### src/rtl/gmii_mon_pkg.sv
// gmii_mon_pkg
//   Shared definitions for the GMII receive-side link monitor:
//   per-port FSM state encoding, Ethernet CRC-32 constants, preamble/SFD
//   byte values, error-flag bit positions and a byte-wide CRC-32 update.
package gmii_mon_pkg;

    typedef enum logic [1:0] {
        IDLE = 2'd0,
        PRE  = 2'd1,
        DATA = 2'd2,
        DROP = 2'd3
    } mon_state_e;

    localparam logic [31:0] CRC_POLY    = 32'hEDB8_8320;
    localparam logic [31:0] CRC_INIT    = 32'hFFFF_FFFF;
    localparam logic [31:0] CRC_RESIDUE = 32'hDEBB_20E3;

    localparam logic [7:0]  PRE_BYTE    = 8'h55;
    localparam logic [7:0]  SFD_BYTE    = 8'hD5;
    localparam logic [2:0]  MAX_PRE     = 3'd7;

    // Error flag layout: {pre, rxer, giant, runt, crc}
    localparam int ERR_W     = 5;
    localparam int ERR_CRC   = 0;
    localparam int ERR_RUNT  = 1;
    localparam int ERR_GIANT = 2;
    localparam int ERR_RXER  = 3;
    localparam int ERR_PRE   = 4;

    // Reflected CRC-32 over one byte, LSB first.
    function automatic logic [31:0] crc32_byte(input logic [31:0] crc,
                                               input logic [7:0]  data);
        logic [31:0] c;
        c = crc ^ {24'h00_0000, data};
        for (int b = 0; b < 8; b++) begin
            c = c[0] ? ((c >> 1) ^ CRC_POLY) : (c >> 1);
        end
        return c;
    endfunction

endpackage

### src/rtl/gmii_mon_port.sv
// gmii_mon_port
//   Frame checker for a single GMII receive lane: preamble/SFD delineation,
//   CRC-32 residue check, length check, rxer tracking, saturating counters
//   and sticky error flags.
// Ports
//   clk, arst_n        byte clock, async active-low reset
//   rxd, rxdv, rxer    GMII lane
//   clr                sync clear of counters, last length and flags
//   ok_cnt, err_cnt    saturating good / errored frame counters
//   last_len           length of last completed frame (0 for preamble faults)
//   err_flags          sticky {pre, rxer, giant, runt, crc}
//   err_evt            one-cycle pulse when an errored frame is recorded
module gmii_mon_port
    import gmii_mon_pkg::*;
#(
    parameter int CNT_W     = 32,
    parameter int MIN_FRAME = 64,
    parameter int MAX_FRAME = 1518
) (
    input  logic             clk,
    input  logic             arst_n,
    input  logic [7:0]       rxd,
    input  logic             rxdv,
    input  logic             rxer,
    input  logic             clr,
    output logic [CNT_W-1:0] ok_cnt,
    output logic [CNT_W-1:0] err_cnt,
    output logic [15:0]      last_len,
    output logic [ERR_W-1:0] err_flags,
    output logic             err_evt
);

    localparam logic [15:0] MIN_LEN = 16'(MIN_FRAME);
    localparam logic [15:0] MAX_LEN = 16'(MAX_FRAME);

    mon_state_e       state_q, state_d;
    logic [2:0]       pre_cnt_q, pre_cnt_d;
    logic [15:0]      len_q, len_d;
    logic [31:0]      crc_q, crc_d;
    logic             rxer_q, rxer_d;
    logic [CNT_W-1:0] ok_cnt_q, ok_cnt_d;
    logic [CNT_W-1:0] err_cnt_q, err_cnt_d;
    logic [15:0]      last_len_q, last_len_d;
    logic [ERR_W-1:0] flags_q, flags_d;

    logic             frame_end;
    logic [ERR_W-1:0] end_bits;
    logic [15:0]      end_len;

    // State register
    always_ff @(posedge clk or negedge arst_n) begin
        if (!arst_n) begin
            state_q    <= IDLE;
            pre_cnt_q  <= '0;
            len_q      <= '0;
            crc_q      <= CRC_INIT;
            rxer_q     <= 1'b0;
            ok_cnt_q   <= '0;
            err_cnt_q  <= '0;
            last_len_q <= '0;
            flags_q    <= '0;
        end else begin
            state_q    <= state_d;
            pre_cnt_q  <= pre_cnt_d;
            len_q      <= len_d;
            crc_q      <= crc_d;
            rxer_q     <= rxer_d;
            ok_cnt_q   <= ok_cnt_d;
            err_cnt_q  <= err_cnt_d;
            last_len_q <= last_len_d;
            flags_q    <= flags_d;
        end
    end

    // Next-state logic
    always_comb begin
        state_d = state_q;
        unique case (state_q)
            IDLE: begin
                if (rxdv) state_d = (rxd == PRE_BYTE) ? PRE : DROP;
            end
            PRE: begin
                if (!rxdv) begin
                    state_d = IDLE;
                end else if (rxd == PRE_BYTE) begin
                    // An eighth preamble byte is a fault.
                    if (pre_cnt_q == MAX_PRE) state_d = DROP;
                end else if (rxd == SFD_BYTE) begin
                    state_d = DATA;
                end else begin
                    state_d = DROP;
                end
            end
            DATA: begin
                if (!rxdv) state_d = IDLE;
            end
            DROP: begin
                if (!rxdv) state_d = IDLE;
            end
            default: state_d = IDLE;
        endcase
    end

    // Datapath and statistics
    always_comb begin
        pre_cnt_d  = pre_cnt_q;
        len_d      = len_q;
        crc_d      = crc_q;
        rxer_d     = rxer_q;
        frame_end  = 1'b0;
        end_bits   = '0;
        end_len    = len_q;

        unique case (state_q)
            IDLE: begin
                if (rxdv) begin
                    pre_cnt_d = 3'd1;
                    rxer_d    = 1'b0;
                end
            end
            PRE: begin
                if (rxdv) begin
                    rxer_d = rxer_q | rxer;
                    if (rxd == PRE_BYTE && pre_cnt_q != MAX_PRE) begin
                        pre_cnt_d = pre_cnt_q + 3'd1;
                    end
                    if (rxd == SFD_BYTE) begin
                        crc_d = CRC_INIT;
                        len_d = '0;
                    end
                end else begin
                    frame_end          = 1'b1;
                    end_bits[ERR_PRE]  = 1'b1;
                    end_bits[ERR_RXER] = rxer_q;
                    end_len            = '0;
                end
            end
            DATA: begin
                if (rxdv) begin
                    crc_d  = crc32_byte(crc_q, rxd);
                    len_d  = (len_q == 16'hFFFF) ? len_q : len_q + 16'd1;
                    rxer_d = rxer_q | rxer;
                end else begin
                    frame_end           = 1'b1;
                    end_bits[ERR_CRC]   = (crc_q != CRC_RESIDUE);
                    end_bits[ERR_RUNT]  = (len_q < MIN_LEN);
                    end_bits[ERR_GIANT] = (len_q > MAX_LEN);
                    end_bits[ERR_RXER]  = rxer_q;
                    end_len             = len_q;
                end
            end
            DROP: begin
                // Only reached through a preamble/SFD fault.
                if (!rxdv) begin
                    frame_end          = 1'b1;
                    end_bits[ERR_PRE]  = 1'b1;
                    end_bits[ERR_RXER] = rxer_q;
                    end_len            = '0;
                end
            end
            default: ;
        endcase
    end

    // Statistics update; clr overrides a coincident frame end.
    always_comb begin
        ok_cnt_d   = ok_cnt_q;
        err_cnt_d  = err_cnt_q;
        last_len_d = last_len_q;
        flags_d    = flags_q;
        err_evt    = 1'b0;
        if (clr) begin
            ok_cnt_d   = '0;
            err_cnt_d  = '0;
            last_len_d = '0;
            flags_d    = '0;
        end else if (frame_end) begin
            last_len_d = end_len;
            if (end_bits == '0) begin
                if (ok_cnt_q != '1) ok_cnt_d = ok_cnt_q + CNT_W'(1);
            end else begin
                if (err_cnt_q != '1) err_cnt_d = err_cnt_q + CNT_W'(1);
                flags_d = flags_q | end_bits;
                err_evt = 1'b1;
            end
        end
    end

    assign ok_cnt    = ok_cnt_q;
    assign err_cnt   = err_cnt_q;
    assign last_len  = last_len_q;
    assign err_flags = flags_q;

endmodule

### src/rtl/gmii_link_monitor.sv
// gmii_link_monitor
//   Passive multi-port GMII receive-side frame checker. One gmii_mon_port
//   per lane; this level adds the statistics readout mux and the sticky
//   halt request.
// Ports
//   clk, arst_n                    byte clock, async active-low reset
//   rxd, rxdv, rxer                GMII lanes, one entry per port
//   clr                            sync clear of all statistics and halt_req
//   rd_port                        statistics readout select
//   rd_ok_cnt, rd_err_cnt          frame counters of rd_port
//   rd_last_len, rd_err_flags      last length / sticky flags of rd_port
//   halt_req                       sticky request to stop the simulation
module gmii_link_monitor
    import gmii_mon_pkg::*;
#(
    parameter int NUM_PORTS   = 4,
    parameter int CNT_W       = 32,
    parameter int MIN_FRAME   = 64,
    parameter int MAX_FRAME   = 1518,
    parameter int HALT_ON_ERR = 1,
    localparam int RD_W       = (NUM_PORTS > 1) ? $clog2(NUM_PORTS) : 1
) (
    input  logic                      clk,
    input  logic                      arst_n,
    input  logic [NUM_PORTS-1:0][7:0] rxd,
    input  logic [NUM_PORTS-1:0]      rxdv,
    input  logic [NUM_PORTS-1:0]      rxer,
    input  logic                      clr,
    input  logic [RD_W-1:0]           rd_port,
    output logic [CNT_W-1:0]          rd_ok_cnt,
    output logic [CNT_W-1:0]          rd_err_cnt,
    output logic [15:0]               rd_last_len,
    output logic [ERR_W-1:0]          rd_err_flags,
    output logic                      halt_req
);

    logic [CNT_W-1:0]     ok_cnt_a   [NUM_PORTS];
    logic [CNT_W-1:0]     err_cnt_a  [NUM_PORTS];
    logic [15:0]          last_len_a [NUM_PORTS];
    logic [ERR_W-1:0]     flags_a    [NUM_PORTS];
    logic [NUM_PORTS-1:0] err_evt;

    logic halt_q, halt_d;

    for (genvar g = 0; g < NUM_PORTS; g++) begin : g_port
        gmii_mon_port #(
            .CNT_W     (CNT_W),
            .MIN_FRAME (MIN_FRAME),
            .MAX_FRAME (MAX_FRAME)
        ) u_port (
            .clk       (clk),
            .arst_n    (arst_n),
            .rxd       (rxd[g]),
            .rxdv      (rxdv[g]),
            .rxer      (rxer[g]),
            .clr       (clr),
            .ok_cnt    (ok_cnt_a[g]),
            .err_cnt   (err_cnt_a[g]),
            .last_len  (last_len_a[g]),
            .err_flags (flags_a[g]),
            .err_evt   (err_evt[g])
        );
    end

    // Readout mux; an unpopulated port index reads as zero.
    always_comb begin
        rd_ok_cnt    = '0;
        rd_err_cnt   = '0;
        rd_last_len  = '0;
        rd_err_flags = '0;
        for (int i = 0; i < NUM_PORTS; i++) begin
            if (int'(rd_port) == i) begin
                rd_ok_cnt    = ok_cnt_a[i];
                rd_err_cnt   = err_cnt_a[i];
                rd_last_len  = last_len_a[i];
                rd_err_flags = flags_a[i];
            end
        end
    end

    always_comb begin
        halt_d = halt_q;
        if (clr) begin
            halt_d = 1'b0;
        end else if (HALT_ON_ERR != 0 && |err_evt) begin
            halt_d = 1'b1;
        end
    end

    always_ff @(posedge clk or negedge arst_n) begin
        if (!arst_n) halt_q <= 1'b0;
        else         halt_q <= halt_d;
    end

    assign halt_req = (HALT_ON_ERR != 0) ? halt_q : 1'b0;

endmodule

### config.mk
export PLATFORM = sky130hd
export DESIGN_NAME = gmii_link_monitor
export DESIGN_NICKNAME = d
export VERILOG_FILES = /design/src/rtl/gmii_mon_pkg.sv /design/src/rtl/gmii_mon_port.sv /design/src/rtl/gmii_link_monitor.sv
export SDC_FILE = /design/constraint.sdc
export NUM_CORES = 1
export LEC_CHECK = 0
export BUFFER_PORTS_ARGS = -buffer_cell sky130_fd_sc_hd__buf_2
export CORE_ASPECT_RATIO = 1.4
export CORE_MARGIN = 2
export CORE_UTILIZATION = 63
export CTS_CLUSTER_SIZE = 25
export DETAILED_ROUTE_END_ITERATION = 8
export MAX_ROUTING_LAYER = met4
export PLACE_DENSITY = 0.88
export SLEW_MARGIN = 15
export SYNTH_ARGS = -nofsm -noshare
export SYNTH_HDL_FRONTEND = slang
export SYNTH_SLANG_ARGS = --single-unit
### constraint.sdc
create_clock -name clk -period 4.05 [get_ports clk]
set_clock_uncertainty 0.2 [all_clocks]
set_input_delay 0.2025 -clock clk [delete_from_list [all_inputs] [get_ports clk]]
set_output_delay 0.2025 -clock clk [all_outputs]
set_load 0.01 [all_outputs]
=== After elaboration in Yosys (flattened, before gate mapping) ===
Cells that the tools add are included.

* Input port bits: 45
* Register bits: 557
* Logic and storage cells: 529

* Bitwise operators: 44
* $add $sub $neg: 16
* Eq/ne operators: 87
* Reduce and logical (&&, ||, !) cells: 91
* Muxes and demuxes: 246
* Magnitude comparators: 8

{| class="wikitable"
|+ Operators by type and width
! kind !! count
|-
| $mux 32 || 84
|-
| $mux 16 || 36
|-
| $not 13->14 || 32
|-
| $ne 32x32->1 const B || 12
|-
| $add 32x1->32 const B || 8
|-
| $pmux 32 s2 || 4
|-
| $pmux 16 s2 || 4
|-
| $xor 32x8->32 || 4
|-
| $mux 5 || 16
|-
| $add 16x1->16 const B || 4
|-
| $eq 16x16->1 const B || 4
|-
| $gt 16x11->1 const B || 4
|-
| $lt 16x7->1 const B || 4
|-
| $reduce_bool 2->1 || 29
|-
| $mux 2 || 28
|-
| $mux 3 || 16
|-
| $ne 2x2->1 const B || 24
|-
| $reduce_and 3->1 || 16
|-
| $mux 1 || 38
|-
| $eq 8x7->1 const B || 4
|-
| $eq 8x8->1 const B || 4
|-
| $reduce_and 4->1 || 8
|-
| $ne 2x1->1 const B || 12
|-
| $pmux 2 s3 || 4
|-
| 19 further kinds || 93
|}

=== Depth between registers and ports, before layout ===
* Word-level depth: 19
* Mapped depth: 13

=== Modules after synthesis ===
From an unflattened synthesis, not the netlist that was laid out.

* Cells, all modules: 3,376
* Area total of the unflattened synthesis: 32,834.0 µm²

{| class="wikitable"
|+ Modules (own cells, without submodules)
! module !! seq. area each (µm²) !! times used !! cells each !! area an instance (µm²)
|-
| gmii_mon_port (g_port[1].u_port ...) || 3,518.4 || 2 || 827 || 7,646.1
|-
| gmii_mon_port (g_port[3].u_port) || 3,518.4 || 1 || 825 || 7,828.8
|-
| gmii_mon_port (g_port[0].u_port) || 3,518.4 || 1 || 789 || 7,564.8
|-
| gmii_link_monitor || 25.0 || 1 || 108 || 2,148.3
|}

=== Least setup slack after synthesis ===
Ideal clock, no wire load.

* Path type: register -> register
* From: register g_port[3].u_port.len_q[9]
* To: register g_port[3].u_port.err_cnt_q[31]
* Data arrival time: 2,541 ps
* Path slack: 1,181 ps
* Clock period less this slack: 2,869 ps
* Path buffers: 1
* Cell stages (with the launch flop): 9
* Path through: dfrtp_1 clkbuf_1 or4_1 nor4_4 nand4b_1 o21ai_1 nor4b_2 nand4_1 mux2_1

* Word-level cells in the longest chain between the ends: 6
* Elaborated cells on any way between the ends: 7
* Classes of those cells: 2 x order compare; 1 x eq/ne; 2 x mux; 2 x reduce/logical

{| class="wikitable"
|+ Ends and longest elaborated chain
! item !! RTL line !! text
|-
| from (decl) || gmii_mon_port.sv:38 || <nowiki>logic [15:0] len_q, len_d;</nowiki>
|-
| from (signal assigned) || gmii_mon_port.sv:65 || <nowiki>len_q <= len_d;</nowiki>
|-
| $lt 16x7->1 or $gt 16x11->1 (tied branches) || gmii_mon_port.sv:146, gmii_mon_port.sv:147 ||
|-
| $mux 4 (*) || gmii_mon_port.sv:139 || <nowiki>if (rxdv) begin</nowiki>
|-
| $mux 3 (*) || gmii_mon_port.sv:114 || <nowiki>unique case (state_q)</nowiki>
|-
| $logic_not 5->1 (*) || gmii_mon_port.sv:179 || <nowiki>if (end_bits == '0) begin</nowiki>
|-
| $ne 2x2->1 (no line) (*) || n/a ||
|-
| $reduce_and 3->1 (no line) (*) || n/a ||
|-
| to (signal assigned) || gmii_mon_port.sv:69 || <nowiki>err_cnt_q <= err_cnt_d;</nowiki>
|-
| to (decl) || gmii_mon_port.sv:42 || <nowiki>logic [CNT_W-1:0] err_cnt_q, err_cnt_d;</nowiki>
|}

Every way passes the cells marked *; elsewhere a longest branch is shown, timed or not.
A chain may end at the register's enable or synchronous reset.

=== Worst setup path in the final report ===
* From: register g_port[0].u_port.len_q[14]
* To: register g_port[0].u_port.err_cnt_q[30]

* Word-level cells in the longest chain between the ends: 6
* Elaborated cells on any way between the ends: 7
* Classes of those cells: 2 x order compare; 1 x eq/ne; 2 x mux; 2 x reduce/logical

{| class="wikitable"
|+ Ends and longest elaborated chain
! item !! RTL line
|-
| from (decl) || gmii_mon_port.sv:38
|-
| from (signal assigned) || gmii_mon_port.sv:65
|-
| $lt 16x7->1 or $gt 16x11->1 (tied branches) || gmii_mon_port.sv:146, gmii_mon_port.sv:147
|-
| $mux 4 (*) || gmii_mon_port.sv:139
|-
| $mux 3 (*) || gmii_mon_port.sv:114
|-
| $logic_not 5->1 (*) || gmii_mon_port.sv:179
|-
| $ne 2x2->1 (no line) (*) || n/a
|-
| $reduce_and 3->1 (no line) (*) || n/a
|-
| to (signal assigned) || gmii_mon_port.sv:69
|-
| to (decl) || gmii_mon_port.sv:42
|}

Marked as above.

==> flow_summary.toml <==
[outcome]
status = "completed"

[route]
first_pass_iters = 5
wl_per_cell_um = 22.3
drcViolationCount = 0
vias = 27500
drtIter0Drc = 2714
via_per_inst = 6.72
ant_nets = 0
routed_wl_um = 91500

[critical_path]
timing.rr.start = "g_port[0].u_port.len_q[14]"
r2r_end = "g_port[0].u_port.err_cnt[30]"
crit_path_start_kind = "flop"
reg2regPathDepth = 7
crit_arrival_ps = 4000
critPathCaptureType = "flop"
crit_type = "reg -> reg"
rrSetupSlack_ps = 390
cp.required_ps = 4390
cp_max_fo = 18

[placed_design]
place_inst = 3965
port-buffer-count = 130
place.gp.congestion = 1.04
dp_hpwl_um = 63400
dpl_cell_area_sq_um = 33900

[synthesis]
syn_inst = 3291
synth.distinct_cells = 74
synth-seq-area-share_pct = 43.6
synth_top_cell_by_area = "dfrtp_1"
ys.flop_type = "dfrtp_1"
syn-num-nets = 3376
synth_area_sq_um = 32400
synth_edf_count = 0
ys_ff_latch = 557
synth_warnings = 0
async_reset_ff_share_pct = 100
yosys-top-cells-area = "dfrtp_1 (33%), dfstp_2 (10%), xnor2_1 (7.9%)"
synth.top_cell.area_share_pct = 33.2
avgSynthCellArea_sq_um = 9.83

[sta]
drv_slew = 0
min_period_ps = 3660
tightest_slew_ps = 1090
slew-limit-headroom_pct = 26.8
finalSetupViolations = 0
whs_ps = 30.2
hold_viol = 0
fin_crit_sh_pct = 90.3
finalSetupTns_ps = 0
rsz0062_at_grt = "false"
fmax_mhz = 274

[worst_hold_path]
min_path_type = "in -> reg"
min_path_cells = 5
min_from = "rxd[7]"
whs_endpoint = "g_port[0].u_port.pre_cnt_q[0]"

[power]
p_sw_w = 0.00904
p_comb_share_pct = 42.9
switching_share_pct = 39.2
pwr-share-clk_pct = 23.1
intPower_w = 0.0140
p_per_area_nw_per_um2 = 640
finalPower_w = 0.0231
p_leak_nw = 14.7
power_frac_seq_pct = 34.0
ir_worst_vdd_mv = 0.652

[cts]
insertion_delay_ps = 620
cts_resized = 0
numCtsBuffers = 55
clk_pin_slew_worst_paths_ps = 70
max-clock-path-buffers = 3
htree_levels = 2
cts-root-buf = "clkbuf_16"
clock_sinks = 557
cts_hold_buf = 32
cts_setup_buffers = 0
cts_tree = "done"

[layout]
syn2layout_area_growth_pct = 11.5
nets = 3489
final_area_sq_um = 36100
multi_input_area_sq_um = 17400
diodes = 0
nFillCells = 3536
stdcell_count = 4100
drive_gt1_share_pct = 16.0
regArea_sq_um = 14100

[die]
die_x_um = 196
core_sq_um = 50900
num_rows = 98
io_pins = 131
die_area_sq_um = 53200
start_util_pct = 63.6
die_h_um = 272

[grt]
grt_pass1_wl_um = 147000
grt_pass1_vias = 27500
grt-ovfl-total = 0
grt_max_degree = 114
antenna_found_initial = 0
grt_usage_pct = 35.6

[flow_run]
maxCapViolCount = 0
[Yosys cell counts, types with 23 or more instances]
cell type and count:
or4_1 34, o21ai_1 33, a22o_1 73, nand3_1 181
o21ai_0 62, xnor2_1 290, nand4b_1 34, ha_1 40
nand4_1 102, and4_1 26, nand2_1 177, and3_1 71
a21o_1 40, o22a_1 39, mux4_2 85, a21oi_1 180
dfstp_2 128, dfrtp_1 429, clkbuf_1 157, nor4_1 67
xor2_1 163, inv_1 69, nor3_1 93, or3_1 59
and2_1 23, nor2_1 349, a31oi_1 48
[routing by layer]
layer	part of all wire [%]	wire length, um	GRT usage (%)
met5	0	0	-
met4	6.6	6030	20.7
met3	8.0	7320	5.82
met2	49	44800	58.6
met1	36	33400	41.6
[cell usage in the layout (no fill, tap or decap), drive strengths merged, types with 23 or more instances in the layout]
cell type,n
a31oi,48
nor4,68
nor3,94
buf,203
nand4,102
dfrtp,429
xnor2,290
a21o,40
clkbuf,77
nand3,181
xor2,163
dfstp,128
dlygate4sd3,32
nand4b,34
ha,40
or3,59
mux4,85
and4,26
and2,23
nor2,349
a22o,73
nand2,177
inv,71
and3,71
o22a,39
o21ai,95
or4,35
a21oi,180
[worst max-delay path, stage by stage (launching register included)]
cell and delay, ps:
dfrtp_1 440, or4_1 590, nor4_1 310, nand4b_1 220, o2bb2ai_2 480, nand4_1 590, or4_1 580, a21oi_1 150
[power by group through the flow]
stage | clock network (W) | logic, W | registers (W)
4_1_cts | 0.00539 | 0.00979 | 0.00782
6_report | 0.00534 | 0.00991 | 0.00785
5_1_grt | 0.00560 | 0.0107 | 0.00796
3_3_place_gp | 0 | 0.00936 | 0.00785
2_1_floorplan | 0 | 0.00755 | 0.00757
3_5_place_dp | 0 | 0.00960 | 0.00791
[area by class of cell]
| cell class | instances | share of cell area [%] |
|---|---|---|
| Clock buffer | 77 | 4.38 |
| Clock inverter | 26 | 0.781 |
| Inverter | 70 | 0.729 |
| Multi-Input combinational cell | 2485 | 48.2 |
| Sequential cell | 557 | 39.1 |
| Tap cell | 650 | 2.26 |
| Timing Repair Buffer | 235 | 4.57 |
[worst max path at each step]
stage               cells past startpoint                        from                           end  slack (ps)
floorplan                               8   g_port[3].u_port.len_q[9]  g_port[3].u_port.err_cnt[31]        1180
finish                                  7  g_port[0].u_port.len_q[14]  g_port[0].u_port.err_cnt[30]         390
global route                            7  g_port[0].u_port.len_q[14]  g_port[0].u_port.err_cnt[30]         200
detailed placement                      7  g_port[0].u_port.len_q[14]  g_port[0].u_port.err_cnt[30]         500
CTS                                     7  g_port[0].u_port.len_q[14]  g_port[0].u_port.err_cnt[30]         500
global placement                        7  g_port[0].u_port.len_q[14]  g_port[0].u_port.err_cnt[22]         640
[per-stage QoR]
stage / setup slack, ps / utilization (%)
floorplan: 1180 / -
global placement: 636 / 66.6
detailed placement: 505 / 66.6
CTS: 495 / 70.9
global route: 197 / 70.9
finish: 394 / 70.9
[sequential cells by signal (all words and copies together), names as in the netlist]
name,flops
g_port.u_port.crc_q,128
g_port.u_port.err_cnt,128
g_port.u_port.err_flags,20
g_port.u_port.last_len,64
g_port.u_port.len_q,64
g_port.u_port.ok_cnt,128
g_port.u_port.pre_cnt_q,12
g_port.u_port.rxer_q,4
g_port.u_port.state_q,8
halt_req,1
[logic make-up after synthesis]
family / Yosys count / share of synthesized area, %
simple gates: 1312 / 21.3
fa+ha+maj: 40 / 1.55
mux: 114 / 6.88
buf+inv: 249 / 2.92
flops: 557 / 43.6
compound gates: 566 / 11.5
xor+xnor: 453 / 12.3
Note: power is estimated with default switching activity, not from simulation.
